### src/rtl/stage_pkg.sv
// Shared encodings for the instruction stage sequencer: stages, memory
// operations, memory bus codes and the per-cycle control bundle.
package stage_pkg;

    localparam int unsigned STAGE_W   = 3;
    localparam int unsigned MEM_OP_W  = 2;
    localparam int unsigned MEM_RWZ_W = 2;

    typedef enum logic [STAGE_W-1:0] {
        ST_IDLE      = 3'd0,
        ST_FETCH     = 3'd1,
        ST_DECODE    = 3'd2,
        ST_EXECUTE   = 3'd3,
        ST_MEMORY    = 3'd4,
        ST_WRITEBACK = 3'd5
    } stage_e;

    typedef enum logic [MEM_OP_W-1:0] {
        MEM_OP_NONE  = 2'd0,
        MEM_OP_READ  = 2'd1,
        MEM_OP_WRITE = 2'd2,
        MEM_OP_WB    = 2'd3
    } mem_op_e;

    localparam logic [MEM_RWZ_W-1:0] MEM_RWZ_READ  = 2'b00;
    localparam logic [MEM_RWZ_W-1:0] MEM_RWZ_WRITE = 2'b01;
    localparam logic [MEM_RWZ_W-1:0] MEM_RWZ_HIZ   = 2'b11;

    typedef struct packed {
        logic                 ir_en;
        logic                 pc_en;
        logic                 ra_en;
        logic                 rb_en;
        logic                 rz_en;
        logic                 rm_en;
        logic                 ry_en;
        logic                 rf_write;
        logic                 ma_sel;
        logic [MEM_RWZ_W-1:0] mem_rwz;
    } ctrl_t;

    // Read and write are the only operations that wait on the memory handshake.
    function automatic logic is_mem_access(input mem_op_e op);
        return (op == MEM_OP_READ) || (op == MEM_OP_WRITE);
    endfunction

endpackage

### src/rtl/mem_wait_timer.sv
// Counts MEMORY-stage wait cycles; timeout flags the last permitted wait cycle.
module mem_wait_timer
    import stage_pkg::*;
#(
    parameter int unsigned MEM_TIMEOUT = 16,
    parameter int unsigned TMR_W       = 5
) (
    input  logic clk,
    input  logic rst_n,
    input  logic clear,
    input  logic count_en,
    output logic timeout
);

    logic [TMR_W-1:0] wait_cnt;

    // Counter value N means N waits already elapsed, so the MEM_TIMEOUT-th wait sees MEM_TIMEOUT-1.
    assign timeout = (wait_cnt == TMR_W'(MEM_TIMEOUT - 1));

    always_ff @(posedge clk or negedge rst_n) begin
        if (!rst_n) begin
            wait_cnt <= '0;
        end else if (clear) begin
            wait_cnt <= '0;
        end else if (count_en && !timeout) begin
            wait_cnt <= wait_cnt + TMR_W'(1);
        end
    end

endmodule

### src/rtl/stage_sequencer.sv
// Multi-cycle instruction stage sequencer: walks FETCH..WRITEBACK, decodes the
// datapath enables per stage and handles stall, flush and memory timeout.
module stage_sequencer
    import stage_pkg::*;
#(
    parameter bit          NOP_SHORTCUT = 1'b1,
    parameter int unsigned MEM_TIMEOUT  = 16,
    parameter int unsigned TMR_W        = 5,
    parameter int unsigned CNT_W        = 16
) (
    input  logic                 Clock,
    input  logic                 Reset_n,
    input  logic                 Run,
    input  logic                 Stall,
    input  logic                 Flush,
    input  logic                 NOP_FLAG,
    input  logic                 PC_Enable_Execute_Stage,
    input  logic                 MA_Select_Memory_Stage,
    input  logic [MEM_OP_W-1:0]  Mem_Op,
    input  logic                 Mem_Ready,
    output logic [STAGE_W-1:0]   Stage,
    output logic                 IR_Enable,
    output logic                 PC_Enable,
    output logic                 RA_Enable,
    output logic                 RB_Enable,
    output logic                 RZ_Enable,
    output logic                 RM_Enable,
    output logic                 RY_Enable,
    output logic                 RF_WRITE,
    output logic                 MA_Select,
    output logic [MEM_RWZ_W-1:0] MEM_r_w_z_z,
    output logic                 Instr_Done,
    output logic [CNT_W-1:0]     Instr_Count,
    output logic                 Mem_Error
);

    stage_e     state;
    stage_e     state_next;
    ctrl_t      ctrl;
    mem_op_e    mem_op;
    logic       mem_access;
    logic       mem_waiting;
    logic       in_stage;
    logic       tmr_timeout;
    logic       tmr_clear;
    logic       tmr_count_en;
    logic       timeout_evt;
    logic       retire;

    assign mem_op      = mem_op_e'(Mem_Op);
    assign mem_access  = is_mem_access(mem_op) && !NOP_FLAG;
    assign mem_waiting = mem_access && !Mem_Ready;
    assign in_stage    = (state == ST_FETCH) || (state == ST_DECODE) || (state == ST_EXECUTE)
                      || (state == ST_MEMORY) || (state == ST_WRITEBACK);

    // Timer runs only while genuinely waiting in MEMORY; leaving the stage or a flush clears it.
    assign tmr_clear    = Flush || (state != ST_MEMORY);
    assign tmr_count_en = (state == ST_MEMORY) && mem_waiting && !Stall && !Flush;

    mem_wait_timer #(
        .MEM_TIMEOUT (MEM_TIMEOUT),
        .TMR_W       (TMR_W)
    ) u_mem_wait_timer (
        .clk      (Clock),
        .rst_n    (Reset_n),
        .clear    (tmr_clear),
        .count_en (tmr_count_en),
        .timeout  (tmr_timeout)
    );

    always_ff @(posedge Clock or negedge Reset_n) begin
        if (!Reset_n) begin
            state <= ST_IDLE;
        end else begin
            state <= state_next;
        end
    end

    // Next-stage and enable decode; overrides applied lowest to highest priority.
    always_comb begin
        state_next   = state;
        ctrl         = '0;
        ctrl.mem_rwz = MEM_RWZ_HIZ;
        retire       = 1'b0;
        timeout_evt  = 1'b0;

        case (state)
            ST_IDLE: begin
                ctrl.ma_sel = 1'b1;
                if (Run && !Mem_Error) state_next = ST_FETCH;
            end
            ST_FETCH: begin
                ctrl.ir_en   = 1'b1;
                ctrl.pc_en   = 1'b1;
                ctrl.ma_sel  = 1'b1;
                ctrl.mem_rwz = MEM_RWZ_READ;
                state_next   = ST_DECODE;
            end
            ST_DECODE: begin
                ctrl.ra_en = !NOP_FLAG;
                ctrl.rb_en = !NOP_FLAG;
                if (NOP_FLAG && NOP_SHORTCUT) begin
                    retire     = 1'b1;
                    state_next = Run ? ST_FETCH : ST_IDLE;
                end else begin
                    state_next = ST_EXECUTE;
                end
            end
            ST_EXECUTE: begin
                ctrl.rz_en = !NOP_FLAG;
                ctrl.rm_en = !NOP_FLAG;
                ctrl.pc_en = !NOP_FLAG && PC_Enable_Execute_Stage;
                state_next = ST_MEMORY;
            end
            ST_MEMORY: begin
                ctrl.ma_sel = MA_Select_Memory_Stage;
                if (mem_access) begin
                    ctrl.mem_rwz = (mem_op == MEM_OP_READ) ? MEM_RWZ_READ : MEM_RWZ_WRITE;
                end
                if (mem_waiting) begin
                    if (tmr_timeout) begin
                        timeout_evt = 1'b1;
                        state_next  = ST_IDLE;
                    end
                end else begin
                    ctrl.ry_en = !NOP_FLAG;
                    state_next = ST_WRITEBACK;
                end
            end
            ST_WRITEBACK: begin
                ctrl.ma_sel = MA_Select_Memory_Stage;
                if ((mem_op == MEM_OP_WB) && !NOP_FLAG) begin
                    ctrl.rf_write = 1'b1;
                    ctrl.mem_rwz  = MEM_RWZ_READ;
                end
                retire     = 1'b1;
                state_next = Run ? ST_FETCH : ST_IDLE;
            end
            default: begin
                ctrl.ma_sel = 1'b1;
                state_next  = ST_IDLE;
            end
        endcase

        if (Stall && in_stage) begin
            state_next    = state;
            ctrl.ir_en    = 1'b0;
            ctrl.pc_en    = 1'b0;
            ctrl.ra_en    = 1'b0;
            ctrl.rb_en    = 1'b0;
            ctrl.rz_en    = 1'b0;
            ctrl.rm_en    = 1'b0;
            ctrl.ry_en    = 1'b0;
            ctrl.rf_write = 1'b0;
            ctrl.mem_rwz  = MEM_RWZ_HIZ;
            retire        = 1'b0;
            timeout_evt   = 1'b0;
        end

        if (Flush) begin
            state_next    = Run ? ST_FETCH : ST_IDLE;
            ctrl.ir_en    = 1'b0;
            ctrl.pc_en    = 1'b0;
            ctrl.ra_en    = 1'b0;
            ctrl.rb_en    = 1'b0;
            ctrl.rz_en    = 1'b0;
            ctrl.rm_en    = 1'b0;
            ctrl.ry_en    = 1'b0;
            ctrl.rf_write = 1'b0;
            ctrl.mem_rwz  = MEM_RWZ_HIZ;
            retire        = 1'b0;
            timeout_evt   = 1'b0;
        end
    end

    // Sticky timeout flag; only a flush (or reset) releases the sequencer.
    always_ff @(posedge Clock or negedge Reset_n) begin
        if (!Reset_n) begin
            Mem_Error <= 1'b0;
        end else if (Flush) begin
            Mem_Error <= 1'b0;
        end else if (timeout_evt) begin
            Mem_Error <= 1'b1;
        end
    end

    always_ff @(posedge Clock or negedge Reset_n) begin
        if (!Reset_n) begin
            Instr_Count <= '0;
        end else if (retire) begin
            Instr_Count <= Instr_Count + CNT_W'(1);
        end
    end

    assign Stage       = state;
    assign Instr_Done  = retire;
    assign IR_Enable   = ctrl.ir_en;
    assign PC_Enable   = ctrl.pc_en;
    assign RA_Enable   = ctrl.ra_en;
    assign RB_Enable   = ctrl.rb_en;
    assign RZ_Enable   = ctrl.rz_en;
    assign RM_Enable   = ctrl.rm_en;
    assign RY_Enable   = ctrl.ry_en;
    assign RF_WRITE    = ctrl.rf_write;
    assign MA_Select   = ctrl.ma_sel;
    assign MEM_r_w_z_z = ctrl.mem_rwz;

endmodule

### config.mk
export PLATFORM = sky130hd
export DESIGN_NAME = stage_sequencer
export DESIGN_NICKNAME = d
export VERILOG_FILES = /design/src/rtl/stage_pkg.sv /design/src/rtl/mem_wait_timer.sv /design/src/rtl/stage_sequencer.sv
export SDC_FILE = /design/constraint.sdc
export NUM_CORES = 1
export LEC_CHECK = 0
export BUFFER_PORTS_ARGS = -buffer_cell sky130_fd_sc_hd__buf_2
export CAP_MARGIN = 20
export CORE_AREA = 2 2 82 84
export DETAILED_ROUTE_END_ITERATION = 8
export DIE_AREA = 0 0 84 86
export PLACE_DENSITY = 0.4
export SLEW_MARGIN = 5
export SYNTH_ARGS = -nofsm -noshare
export SYNTH_HDL_FRONTEND = slang
export SYNTH_SLANG_ARGS = --single-unit
### constraint.sdc
create_clock -name Clock -period 3.15 [get_ports Clock]
set_input_delay 0.4725 -clock Clock [delete_from_list [all_inputs] [get_ports Clock]]
set_output_delay 0.4725 -clock Clock [all_outputs]
set_load 0.01 [all_outputs]
==> metrics.csv <==
stage,metric,value,unit
clock_tree,"Clk pin slew, worst setup/hold paths",0.09,ns
die,initial core utilization,0.2426,
power_and_ir_drop,Switching Share,0.2989,
routing,vias per inst,4.653,
setup_path,"slowest stage delay, CP",0.71,ns
routing,drt wl/cell,12.97,um
sta,minimum clock period,2.451,ns
logic_synthesis,share of the synthesized area in the top cell type,0.4108,
status,status,finished clean,
routing,drt initial violations,55,
setup_path,FF-to-FF path depth,7,
clock_tree,CTS Sinks,25,
clock_tree,post-cts sizing count,0,
setup_path,Worst R2R Start,u_mem_wait_timer.wait_cnt[0],
placement,hpwl dp,2591,um
sta,worst slew pin tran,0.6409,ns
final_layout,Total Nets Final,214,
power_and_ir_drop,Peak VDD IR,0.0001654,V
setup_path,Setup crit start kind,register,
power_and_ir_drop,combinational share of power,0.178,
setup_path,CP cell instances,nand4bb_1 > a21oi_1 > buf_2,
sta,relative slew slack,0.5667,
clock_tree,TritonCTS clock tree,yes,
setup_path,"Slowest-stage cell, CP",dfrtp_1,
power_and_ir_drop,Pwr Density,377.9,mW/mm^2
sta,Final Setup Violations,0,
die,I/O pin cnt,43,
logic_synthesis,dominant cells by area after synthesis,"dfrtp_1 41%, xnor2_1 8.1%, ha_1 4.1%",
setup_path,r2r endpoint,u_mem_wait_timer.wait_cnt[3],
min_path,worst hold path type,input pin to async pin,
power_and_ir_drop,Internal,483.3,uW
clock_tree,clock root cell,clkbuf_8,
global_route,GRT overflow,0,
final_layout,area grow syn2layout,19.80,%
logic_synthesis,syn_area_per_cell,9.517,um^2
global_route,vias in the first global route,1231,
global_route,pin count of the biggest net entering global routing,26,
setup_path,CP bufs+invs,1,
logic_synthesis,"Seq/Total Area, Yosys",0.4108,
sta,fin. max-slew vios,0,
logic_synthesis,Synth Cell Area,0.001523,mm^2
logic_synthesis,synth warn,0,
power_and_ir_drop,Static Leak,0.7965,nW
clock_tree,clock buffer depth,2,
logic_synthesis,number of library cell types mapped by synthesis,41,
die,core area,0.006277,mm^2
clock_tree,total CTS buffers,3,
placement,Port Buffers,42,
sta,Clock Skews,0.003862,ns
sta,setup TNS,0,ns
run,Max-cap violations,0,
die,row count,29,
power_and_ir_drop,NetSw,206.0,uW
clock_tree,Post-CTS Hold Fix Bufs,0,
sta,Fin. Hold Viols,0,
final_layout,ANT cells,0,
global_route,first-pass GRT wire length,6030,um
die,Die X,84,um
placement,GPL Wtd Cong,0.7211,
die,die height,86,um
routing,# DRC,0,
sta,period utilization,0.7782,
routing,vias,1275,
setup_path,CP top delay family,flip-flops,
logic_synthesis,"FFs w/ async S/R, synth",1.000,
clock_tree,H-tree depth,1,
routing,"antenna viol nets, final",0,
logic_synthesis,Post-synth EDFFs,0,
setup_path,crit path capture,Instr_Done,
power_and_ir_drop,Seq pwr share,0.544,
die,total die area,0.007224,mm^2
setup_path,Critical Path RT,2.68,ns
setup_path,CP max FO,17,
setup_path,CP startpoint,Stage[1],
power_and_ir_drop,total power draw,689.3,uW
clock_tree,clk_lat worst skew,0.27,ns
global_route,Total Routing Usage GR,0.1019,
global_route,initial antenna violation count,0,
clock_tree,Post-CTS Repair Setup Buffers,0,
logic_synthesis,Most used DFF post-synth,dfrtp_1,
final_layout,share of layout cells above drive strength 1,0.2690,
logic_synthesis,Cells after Synth,160,
setup_path,crit path kind,register to output pin,
setup_path,Crit path depth,3,
logic_synthesis,"area leader, netlist",dfrtp_1,
logic_synthesis,Synth top cells by count,"25 x dfrtp_1, 14 x nor2_1, 14 x xnor2_1",
routing,Pre-antenna DRT Iters,4,
setup_path,flop2flop setup slack,0.96,ns
setup_path,Arrival @ worst endpoint,1.98,ns
sta,fmax,407.9,MHz
setup_path,nature of the critical path endpoint,output pin,
logic_synthesis,"FF+latch count, synth",25,
power_and_ir_drop,clock share of power,0.277,
sta,unrepaired setup endpoints after global routing,false,
logic_synthesis,most frequent cell after synthesis,dfrtp_1,
logic_synthesis,Mapped Nets,176,
routing,final WL,3553,um
kinds of logic (layout without fill, tap and decap cells):
logic type	Yosys count	after routing	synth area share
buffers and inverters	16	53	0.05012
DFF	25	25	0.4108
and+or+nand+nor	75	75	0.2744
muxes	2	2	0.01397
AOI/OAI and AO/OA	19	19	0.1060
adders and majority gates	5	5	0.04108
xor gates and xnor gates	18	18	0.1035
through the flow:
| step | hold WS [ns] | setup WS [ns] | instances | utilization | cell area (um^2) |
|---|---|---|---|---|---|
| 2_1_floorplan | 0.1769 | 0.8732 | 160 | - | 1523 |
| 3_3_place_gp | 0.4641 | 0.8492 | 270 | 0.2834 | 1779 |
| 3_5_place_dp | 0.4750 | 0.8217 | 270 | 0.2834 | 1779 |
| 4_1_cts | 0.2164 | 0.6807 | 274 | 0.2906 | 1824 |
| 5_1_grt | 0.2366 | 0.4629 | 274 | 0.2906 | 1824 |
| 6_report | 0.1930 | 0.6986 | 274 | 0.2906 | 1824 |
worst min-delay path by stage:
stage / start / to / slack [ns]
global route: Reset_n / Instr_Count[15] / 0.24
detailed placement: Instr_Count[15] / Instr_Count[15] / 0.47
floorplan: Reset_n / Instr_Count[0] / 0.18
finish: Reset_n / Instr_Count[11] / 0.19
CTS: Reset_n / Instr_Count[11] / 0.22
global placement: Instr_Count[15] / Instr_Count[15] / 0.46
registers in the layout, summed over array words and instances (netlist names):
register and count:
Instr_Count 16, Mem_Error 1, Stage 3, u_mem_wait_timer.wait_cnt 5
power groups by stage:
stage | logic (mW) | clock network (mW) | registers [mW]
final | 0.123 | 0.191 | 0.375
after global routing | 0.139 | 0.212 | 0.380
after CTS | 0.126 | 0.199 | 0.375
after detailed placement | 0.126 | 0 | 0.380
after global placement | 0.125 | 0 | 0.381
after floorplan | 0.0883 | 0 | 0.369
metal layers:
layer	share of wire	wire, um	up-vias	GRT usage
met3	0.047	166	2	0.01444
li1	-	-	641	-
met4	0.0065	23	0	0.03519
met2	0.43	1522	35	0.1556
met5	0	0	-	0
met1	0.52	1840	597	0.1476
cells in the final DEF, fill, tap and decap left out, types with 5 or more instances in the layout:
master	synthesis	layout
inv_1	7	7
buf_2	0	42
dfrtp_1	25	25
nor3_1	8	8
xnor2_1	14	14
nor2_1	14	14
nand3_1	9	9
nand2_1	13	13
o21ai_0	6	6
ha_1	5	5
area by class of cell:
cell class	count	area, um^2
Clock buffer	4	45.04
Multi-Input combinational cell	119	820.8
Tap cell	77	96.34
Timing Repair Buffer	42	210.2
Sequential cell	25	625.6
Fill cell	674	4453
Inverter	7	26.28
Power figures use the tool's default switching activity.
